## src/rtl/a51_lfsr_core_if.sv

```systemverilog
// Phase-flag, key/frame and keystream signals between the A5/1 phase counter side
// and the LFSR core.
interface a51_lfsr_core_if #(
  parameter int KEY_W    = 64,
  parameter int FRAME_W  = 22,
  parameter int OUT_BITS = 224
);
  logic                ENABLE;
  logic                STAGEONE;
  logic                STAGETWO;
  logic                STAGETHREE;
  logic                OUTPUTSTAGE;
  logic                DONE;
  logic [KEY_W-1:0]    KEY;
  logic [FRAME_W-1:0]  FRAME;
  logic                KSBIT;
  logic                KSVALID;
  logic [OUT_BITS-1:0] KSWORD;
  logic                READY;

  modport master (
    output ENABLE, STAGEONE, STAGETWO, STAGETHREE, OUTPUTSTAGE, DONE, KEY, FRAME,
    input  KSBIT, KSVALID, KSWORD, READY
  );

  modport slave (
    input  ENABLE, STAGEONE, STAGETWO, STAGETHREE, OUTPUTSTAGE, DONE, KEY, FRAME,
    output KSBIT, KSVALID, KSWORD, READY
  );
endinterface

```

## src/rtl/a51_lfsr_core.sv

```systemverilog
// A5/1 keystream generator: three LFSRs driven by the phase flags of the
// upstream counter, one keystream bit per output cycle, accumulated into KSWORD.
module a51_lfsr_core #(
  parameter int KEY_W    = 64,
  parameter int FRAME_W  = 22,
  parameter int OUT_BITS = 224
) (
  input logic               C,
  input logic               CLR,
  a51_lfsr_core_if.slave    bus
);
  localparam int KI_W = (KEY_W > 1) ? $clog2(KEY_W) : 1;
  localparam int FI_W = (FRAME_W > 1) ? $clog2(FRAME_W) : 1;
  localparam int OC_W = $clog2(OUT_BITS + 1);
  localparam logic [KI_W-1:0] KI_LAST = KI_W'(KEY_W - 1);
  localparam logic [FI_W-1:0] FI_LAST = FI_W'(FRAME_W - 1);
  localparam logic [OC_W-1:0] OC_MAX  = OC_W'(OUT_BITS);

  logic [18:0]         r1, n_r1;
  logic [21:0]         r2, n_r2;
  logic [22:0]         r3, n_r3;
  logic [KI_W-1:0]     kidx, n_kidx;
  logic [FI_W-1:0]     fidx, n_fidx;
  logic [OC_W-1:0]     ocnt, n_ocnt;
  logic                ksbit, n_ksbit;
  logic                ksvalid, n_ksvalid;
  logic [OUT_BITS-1:0] ksword, n_ksword;
  logic                ready, n_ready;
  logic                prev_load, n_prev_load;
  logic                maj;

  function automatic logic [18:0] clk1(input logic [18:0] r, input logic in);
    return {r[17:0], r[13] ^ r[16] ^ r[17] ^ r[18] ^ in};
  endfunction

  function automatic logic [21:0] clk2(input logic [21:0] r, input logic in);
    return {r[20:0], r[20] ^ r[21] ^ in};
  endfunction

  function automatic logic [22:0] clk3(input logic [22:0] r, input logic in);
    return {r[21:0], r[7] ^ r[20] ^ r[21] ^ r[22] ^ in};
  endfunction

  assign maj = (r1[8] & r2[10]) | (r1[8] & r3[10]) | (r2[10] & r3[10]);

  always_comb begin
    n_r1        = r1;
    n_r2        = r2;
    n_r3        = r3;
    n_kidx      = kidx;
    n_fidx      = fidx;
    n_ocnt      = ocnt;
    n_ksbit     = ksbit;
    n_ksvalid   = 1'b0;
    n_ksword    = ksword;
    n_ready     = ready;
    n_prev_load = prev_load;
    if (bus.ENABLE) begin
      n_prev_load = 1'b0;
      if (bus.STAGEONE) begin
        // First key cycle after anything else starts a fresh sequence.
        if (!prev_load) begin
          n_r1     = '0;
          n_r2     = '0;
          n_r3     = '0;
          n_kidx   = '0;
          n_fidx   = '0;
          n_ocnt   = '0;
          n_ksword = '0;
          n_ready  = 1'b0;
        end
        n_r1        = clk1(n_r1, bus.KEY[n_kidx]);
        n_r2        = clk2(n_r2, bus.KEY[n_kidx]);
        n_r3        = clk3(n_r3, bus.KEY[n_kidx]);
        n_kidx      = (n_kidx == KI_LAST) ? '0 : n_kidx + 1'b1;
        n_prev_load = 1'b1;
      end else if (bus.STAGETWO) begin
        n_r1   = clk1(r1, bus.FRAME[fidx]);
        n_r2   = clk2(r2, bus.FRAME[fidx]);
        n_r3   = clk3(r3, bus.FRAME[fidx]);
        n_fidx = (fidx == FI_LAST) ? '0 : fidx + 1'b1;
      end else if (bus.STAGETHREE) begin
        if (r1[8] == maj) n_r1 = clk1(r1, 1'b0);
        if (r2[10] == maj) n_r2 = clk2(r2, 1'b0);
        if (r3[10] == maj) n_r3 = clk3(r3, 1'b0);
      end else if (bus.OUTPUTSTAGE) begin
        if (ocnt < OC_MAX) begin
          if (r1[8] == maj) n_r1 = clk1(r1, 1'b0);
          if (r2[10] == maj) n_r2 = clk2(r2, 1'b0);
          if (r3[10] == maj) n_r3 = clk3(r3, 1'b0);
          n_ksbit   = n_r1[18] ^ n_r2[21] ^ n_r3[22];
          n_ksvalid = 1'b1;
          n_ksword  = {ksword[OUT_BITS-2:0], n_ksbit};
          n_ocnt    = ocnt + 1'b1;
          if (n_ocnt == OC_MAX) n_ready = 1'b1;
        end
      end else if (bus.DONE) begin
        n_ready = 1'b1;
      end
    end
  end

  always_ff @(posedge C or posedge CLR) begin
    if (CLR) begin
      r1        <= '0;
      r2        <= '0;
      r3        <= '0;
      kidx      <= '0;
      fidx      <= '0;
      ocnt      <= '0;
      ksbit     <= 1'b0;
      ksvalid   <= 1'b0;
      ksword    <= '0;
      ready     <= 1'b0;
      prev_load <= 1'b0;
    end else begin
      r1        <= n_r1;
      r2        <= n_r2;
      r3        <= n_r3;
      kidx      <= n_kidx;
      fidx      <= n_fidx;
      ocnt      <= n_ocnt;
      ksbit     <= n_ksbit;
      ksvalid   <= n_ksvalid;
      ksword    <= n_ksword;
      ready     <= n_ready;
      prev_load <= n_prev_load;
    end
  end

  assign bus.KSBIT   = ksbit;
  assign bus.KSVALID = ksvalid;
  assign bus.KSWORD  = ksword;
  assign bus.READY   = ready;
endmodule

```

## src/flat_wrapper.sv

```systemverilog
// flat-port wrapper written by rule: the top's interface ports become plain ports
module a51_lfsr_core_flat 
#(
  parameter int KEY_W    = 64,
  parameter int FRAME_W  = 22,
  parameter int OUT_BITS = 224
)
  (C, CLR, bus_ENABLE, bus_STAGEONE, bus_STAGETWO, bus_STAGETHREE, bus_OUTPUTSTAGE, bus_DONE, bus_KEY, bus_FRAME, bus_KSBIT, bus_KSVALID, bus_KSWORD, bus_READY);
  a51_lfsr_core_if #(.KEY_W(KEY_W), .FRAME_W(FRAME_W), .OUT_BITS(OUT_BITS)) bus_i ();
  input logic C;
  input logic CLR;
  input wire logic [$bits(bus_i.ENABLE)-1:0] bus_ENABLE;
  input wire logic [$bits(bus_i.STAGEONE)-1:0] bus_STAGEONE;
  input wire logic [$bits(bus_i.STAGETWO)-1:0] bus_STAGETWO;
  input wire logic [$bits(bus_i.STAGETHREE)-1:0] bus_STAGETHREE;
  input wire logic [$bits(bus_i.OUTPUTSTAGE)-1:0] bus_OUTPUTSTAGE;
  input wire logic [$bits(bus_i.DONE)-1:0] bus_DONE;
  input wire logic [$bits(bus_i.KEY)-1:0] bus_KEY;
  input wire logic [$bits(bus_i.FRAME)-1:0] bus_FRAME;
  output wire logic [$bits(bus_i.KSBIT)-1:0] bus_KSBIT;
  output wire logic [$bits(bus_i.KSVALID)-1:0] bus_KSVALID;
  output wire logic [$bits(bus_i.KSWORD)-1:0] bus_KSWORD;
  output wire logic [$bits(bus_i.READY)-1:0] bus_READY;
  assign bus_i.ENABLE = bus_ENABLE;
  assign bus_i.STAGEONE = bus_STAGEONE;
  assign bus_i.STAGETWO = bus_STAGETWO;
  assign bus_i.STAGETHREE = bus_STAGETHREE;
  assign bus_i.OUTPUTSTAGE = bus_OUTPUTSTAGE;
  assign bus_i.DONE = bus_DONE;
  assign bus_i.KEY = bus_KEY;
  assign bus_i.FRAME = bus_FRAME;
  assign bus_KSBIT = bus_i.KSBIT;
  assign bus_KSVALID = bus_i.KSVALID;
  assign bus_KSWORD = bus_i.KSWORD;
  assign bus_READY = bus_i.READY;
  a51_lfsr_core #(.KEY_W(KEY_W), .FRAME_W(FRAME_W), .OUT_BITS(OUT_BITS)) u_core (.C(C), .CLR(CLR), .bus(bus_i));
endmodule
```

## config.mk

```make
export PLATFORM = sky130hd
export DESIGN_NAME = a51_lfsr_core_flat
export DESIGN_NICKNAME = d
export VERILOG_FILES = /design/src/rtl/a51_lfsr_core_if.sv /design/src/rtl/a51_lfsr_core.sv /design/src/flat_wrapper.sv
export SDC_FILE = /design/constraint.sdc
export NUM_CORES = 1
export LEC_CHECK = 0
export BUFFER_PORTS_ARGS = -buffer_cell sky130_fd_sc_hd__buf_4
export CORE_ASPECT_RATIO = 1.5
export CORE_MARGIN = 2
export CORE_UTILIZATION = 35
export DETAILED_ROUTE_END_ITERATION = 8
export PLACE_DENSITY = 0.62
export SLEW_MARGIN = 25
export SYNTH_ARGS = -nofsm -noshare
export SYNTH_HDL_FRONTEND = slang
export SYNTH_SLANG_ARGS = --single-unit
```

## constraint.sdc

```tcl
create_clock -name C -period 8.7 [get_ports C]
set_clock_uncertainty 0.1 [all_clocks]
set_input_delay 0 -clock C [delete_from_list [all_inputs] [get_ports C]]
set_output_delay 0 -clock C [all_outputs]
set_load 0.02 [all_outputs]
```

==> impl_metrics.tcl <==
set metrics [dict create \
    floorplan.rows 85 \
    post-route-period-util_pct 41.4 \
    clockPowerShare_pct 43.0 \
    slowest_delay_ns 0.87 \
    grtUsageTotal_pct 17.0 \
    clock-root-buffer "sky130_fd_sc_hd__clkbuf_16" \
    numPortBuffers 320 \
    holdWs_ns 0.0597 \
    worst_ir_drop_vdd_uv 169 \
    cts_repair_resize_count 0 \
    num_vias 9818 \
    muxShareOfSynthArea_pct 3.06 \
    max_clock_freq_mhz 278 \
    synth_area_sq_um 12700 \
    tritoncts_clock_tree "built" \
    grtUsageMet2_pct 29.3 \
    wl_per_cell_um 18.0 \
    largest_net_degree_at_the_start_of_global_routing 232 \
    power.share.sequential_pct 48.6 \
    grt_first_pass_wirelength_mm 53.2 \
    fin_total_pwr_w 0.00310 \
    timing_hold_violations_final 0 \
    wl_final_mm 33.4 \
    grtUsageMet3_pct 2.69 \
    number_of_antenna_violations_at_the_first_check_in_global_routing 0 \
    cp_data_arrival_time_ns 4.01 \
    netSwitchingFraction_pct 24.0 \
    setup_total_negative_slack_ns 0 \
    area_fraction_in_compound_gates_after_synthesis_pct 22.0 \
    slew_headroom_pct 32.7 \
    worst_path_dominant_cell_family "buffers and inverters" \
    timing.critical_path.slowest_stage_cell "sky130_fd_sc_hd__buf_4" \
    gpl.final_weighted_congestion 0.822 \
    cts.hold.buffers_added 9 \
    slew_violations 0 \
    ant_nets 0 \
    initial_utilization_pct 35.5 \
    globalRoute.totalOverflow 0 \
    hold_class "in -> reg" \
    post_synth.cell_area_avg_sq_um 11.9 \
    synth.yosys.warnings 0 \
    use_met1_pct 21.4 \
    synth.area.top_cells "sky130_fd_sc_hd__dfrtp_1 (61%), sky130_fd_sc_hd__a22o_1 (16%), sky130_fd_sc_hd__nand2_1 (4.2%)" \
    synth_top_family_by_area "compound AO/OA/AOI/OAI gates" \
    area_growth_from_synthesis_to_layout_pct 30.9 \
    finalSetupViolCount 0 \
    synthAdderAreaFrac_pct 0.768 \
    crit_path_cell_trace "nand2b_2, buf_4, o21ai_1, nand2_1, or3_1, inv_6, buf_16, buf_4, a22o_1" \
    placement.cell_area_sq_um 15500 \
    layout_min_cycle_time_ns 3.60 \
    synth-edff-count 0 \
    die_area_sq_um 37900 \
    floorplan.die.width_um 160 \
    cts_buffer_depth 3 \
    critical_path_launch_point_type "flop" \
    cp_common_cell "sky130_fd_sc_hd__buf_4" \
    fp.coreArea_sq_um 35800 \
    detail_route.drc_violations 0 \
    dpl.hpwl_mm 22.2 \
    routed_via_density 5.29 \
    ioPinCount 321 \
    layout.nets 1458 \
    net_count_after_synthesis 1168 \
    initialDrtViolationCount 690 \
    outcome "completed" \
    tritoncts.num_buffers 31 \
    power.internal_w 0.00236 \
    grt_pass1_vias 9558 \
    yosys_most_used_dff "sky130_fd_sc_hd__dfrtp_1" \
    synthDominantCellAreaShare_pct 61.2 \
    htreeDepth 1 \
    share_comb_of_total_power_pct 8.3 \
    synthesis.instances 1067 \
    postCtsSetupRepairBufs 0 \
    p_leak_nw 8.44 \
    crit_buf_inv 4 \
    detailedRoute.firstPassIterationCount 5 \
    netSwitchingPower_w 0.000747 \
    die_height_um 237 \
    clkLatencyLatePin_ns 0.57 \
    fin_area_sq_um 16600 \
    seq_area_frac_synth_pct 61.2 \
    synth_top_cells_by_count "sky130_fd_sc_hd__dfrtp_1 (311), sky130_fd_sc_hd__a22o_1 (226), sky130_fd_sc_hd__nand2_1 (143), sky130_fd_sc_hd__nand3_1 (54)" \
    power_density_nw_per_um2 187 \
    yosys.area_share.xor_xnor_pct 0.964 \
    synth.ff_latch_count 311 \
    post_route_cells_drive_above_1_share_pct 28.9 \
    antenna_cells 0 \
    netlist.top_cell.by_area "sky130_fd_sc_hd__dfrtp_1" \
    maxCapViolCount 0 \
    asyncSetResetFlopFracSynth_pct 100 \
    worst_pin_slew_ns 1.01 \
    synth.lib_cells_used.distinct 59 \
    post_synth_and_or_nand_nor_area_fraction_pct 8.78 \
    global_route.peak_usage_layer "met2" \
    critical_setup_path_class "reg -> reg" \
    timing.critical_path.fanout_max 101 \
    clk_pin_slew_worst_paths_ns 0.06 \
    clkSinkCount 311 \
    yosys.cell_count.top_type "sky130_fd_sc_hd__dfrtp_1" \
    worst_setup_path_end_kind "flop" \
    crit_required_ns 9.11 \
    rsz_0062_raised_after_global_routing "false" \
]
path summary, 6_finish.rpt:
| kind | start | to | slack, ns | cells past startpoint |
|---|---|---|---|---|
| setup / recovery | u_core.prev_load$_DFFE_PP0P_ | u_core.bus.KSWORD[95]$_DFFE_PP0P_ | 5.10 | 9 |
| max in group asynchronous | CLR | u_core.bus.KSWORD[41]$_DFFE_PP0P_ | 6.93 | 5 |
| min in group asynchronous | CLR | u_core.kidx[3]$_DFFE_PP0P_ | 0.19 | 4 |
| setup reg to reg | u_core.prev_load$_DFFE_PP0P_ | u_core.bus.KSWORD[95]$_DFFE_PP0P_ | 5.10 | 9 |
| hold / removal | bus_STAGETHREE | u_core.r2[0]$_DFFE_PP0P_ | 0.06 | 6 |
| hold reg to reg | u_core.r3[9]$_DFFE_PP0P_ | u_core.r3[9]$_DFFE_PP0P_ | 0.37 | 2 |
cell families after synthesis:
| logic type | Yosys count |
|---|---|
| buffers and inverters | 97 |
| AO/OA/AOI/OAI | 351 |
| flip-flops | 311 |
| multiplexers | 32 |
| adder cells (fa/ha/maj) | 8 |
| XOR/XNOR | 14 |
| AND/OR/NAND/NOR | 254 |
final cells by class:
cell class | instances | area (sq um)
Tap cell | 478 | 598
Multi-Input combinational cell | 659 | 4530
Timing Repair Buffer | 342 | 2660
Sequential cell | 311 | 7780
Inverter | 12 | 53.8
Fill cell | 3318 | 19200
Clock inverter | 10 | 149
Clock buffer | 43 | 861
power groups by stage:
stage               Clock [W]  Combinational, W  Sequential [W]
finish                0.00134          0.000259         0.00151
global route          0.00144          0.000288         0.00151
CTS                   0.00137          0.000259         0.00151
detailed placement          0          0.000254         0.00154
global placement            0          0.000250         0.00153
floorplan                   0          0.000189         0.00152
tightest hold or removal path: cells and delay by family:
family / cells / cell delay, ns
compound gates: 2 / 0.31
simple gates: 3 / 0.28
buf+inv: 1 / 0.09
layer usage:
layer | wire, um | share of wire, % | up-vias
met4 | 1250 | 3.7 | 0
li1 | - | - | 4543
met2 | 17000 | 51 | 303
met5 | 0 | 0 | -
met3 | 1780 | 5.3 | 62
met1 | 13400 | 40 | 4910
registers in the layout (all words and copies together) (netlist names):
name                count
u_core.prev_load        1
u_core.ocnt             8
u_core.r3              23
u_core.fidx             5
u_core.bus.KSWORD     224
u_core.bus.READY        1
u_core.r2              22
u_core.kidx             6
u_core.bus.KSVALID      1
u_core.r1              19
u_core.bus.KSBIT        1
cells in the final DEF, fill, tap and decap left out, types with 6 or more instances in the layout:
cell type	instances
sky130_fd_sc_hd__a21oi_1	11
sky130_fd_sc_hd__a221oi_1	7
sky130_fd_sc_hd__a22o_1	226
sky130_fd_sc_hd__and3_1	6
sky130_fd_sc_hd__buf_4	328
sky130_fd_sc_hd__clkbuf_1	8
sky130_fd_sc_hd__clkbuf_16	31
sky130_fd_sc_hd__dfrtp_1	311
sky130_fd_sc_hd__dlygate4sd3_1	9
sky130_fd_sc_hd__ha_1	7
sky130_fd_sc_hd__inv_1	9
sky130_fd_sc_hd__mux2i_1	22
sky130_fd_sc_hd__nand2_1	143
sky130_fd_sc_hd__nand3_1	54
sky130_fd_sc_hd__nor2_1	21
sky130_fd_sc_hd__o21ai_0	49
sky130_fd_sc_hd__o22ai_1	12
sky130_fd_sc_hd__xnor2_1	9
per-stage QoR:
| step | util (%) | setup WS, ns | cells |
|---|---|---|---|
| after global routing | 46.4 | 4.80 | 1855 |
| after CTS | 46.3 | 4.96 | 1853 |
| after floorplan | - | 4.46 | 1067 |
| after global placement | 43.2 | 5.04 | 1791 |
| after detailed placement | 43.2 | 4.98 | 1791 |
| final | 46.4 | 5.10 | 1855 |
Power figures use the tool's default switching activity.
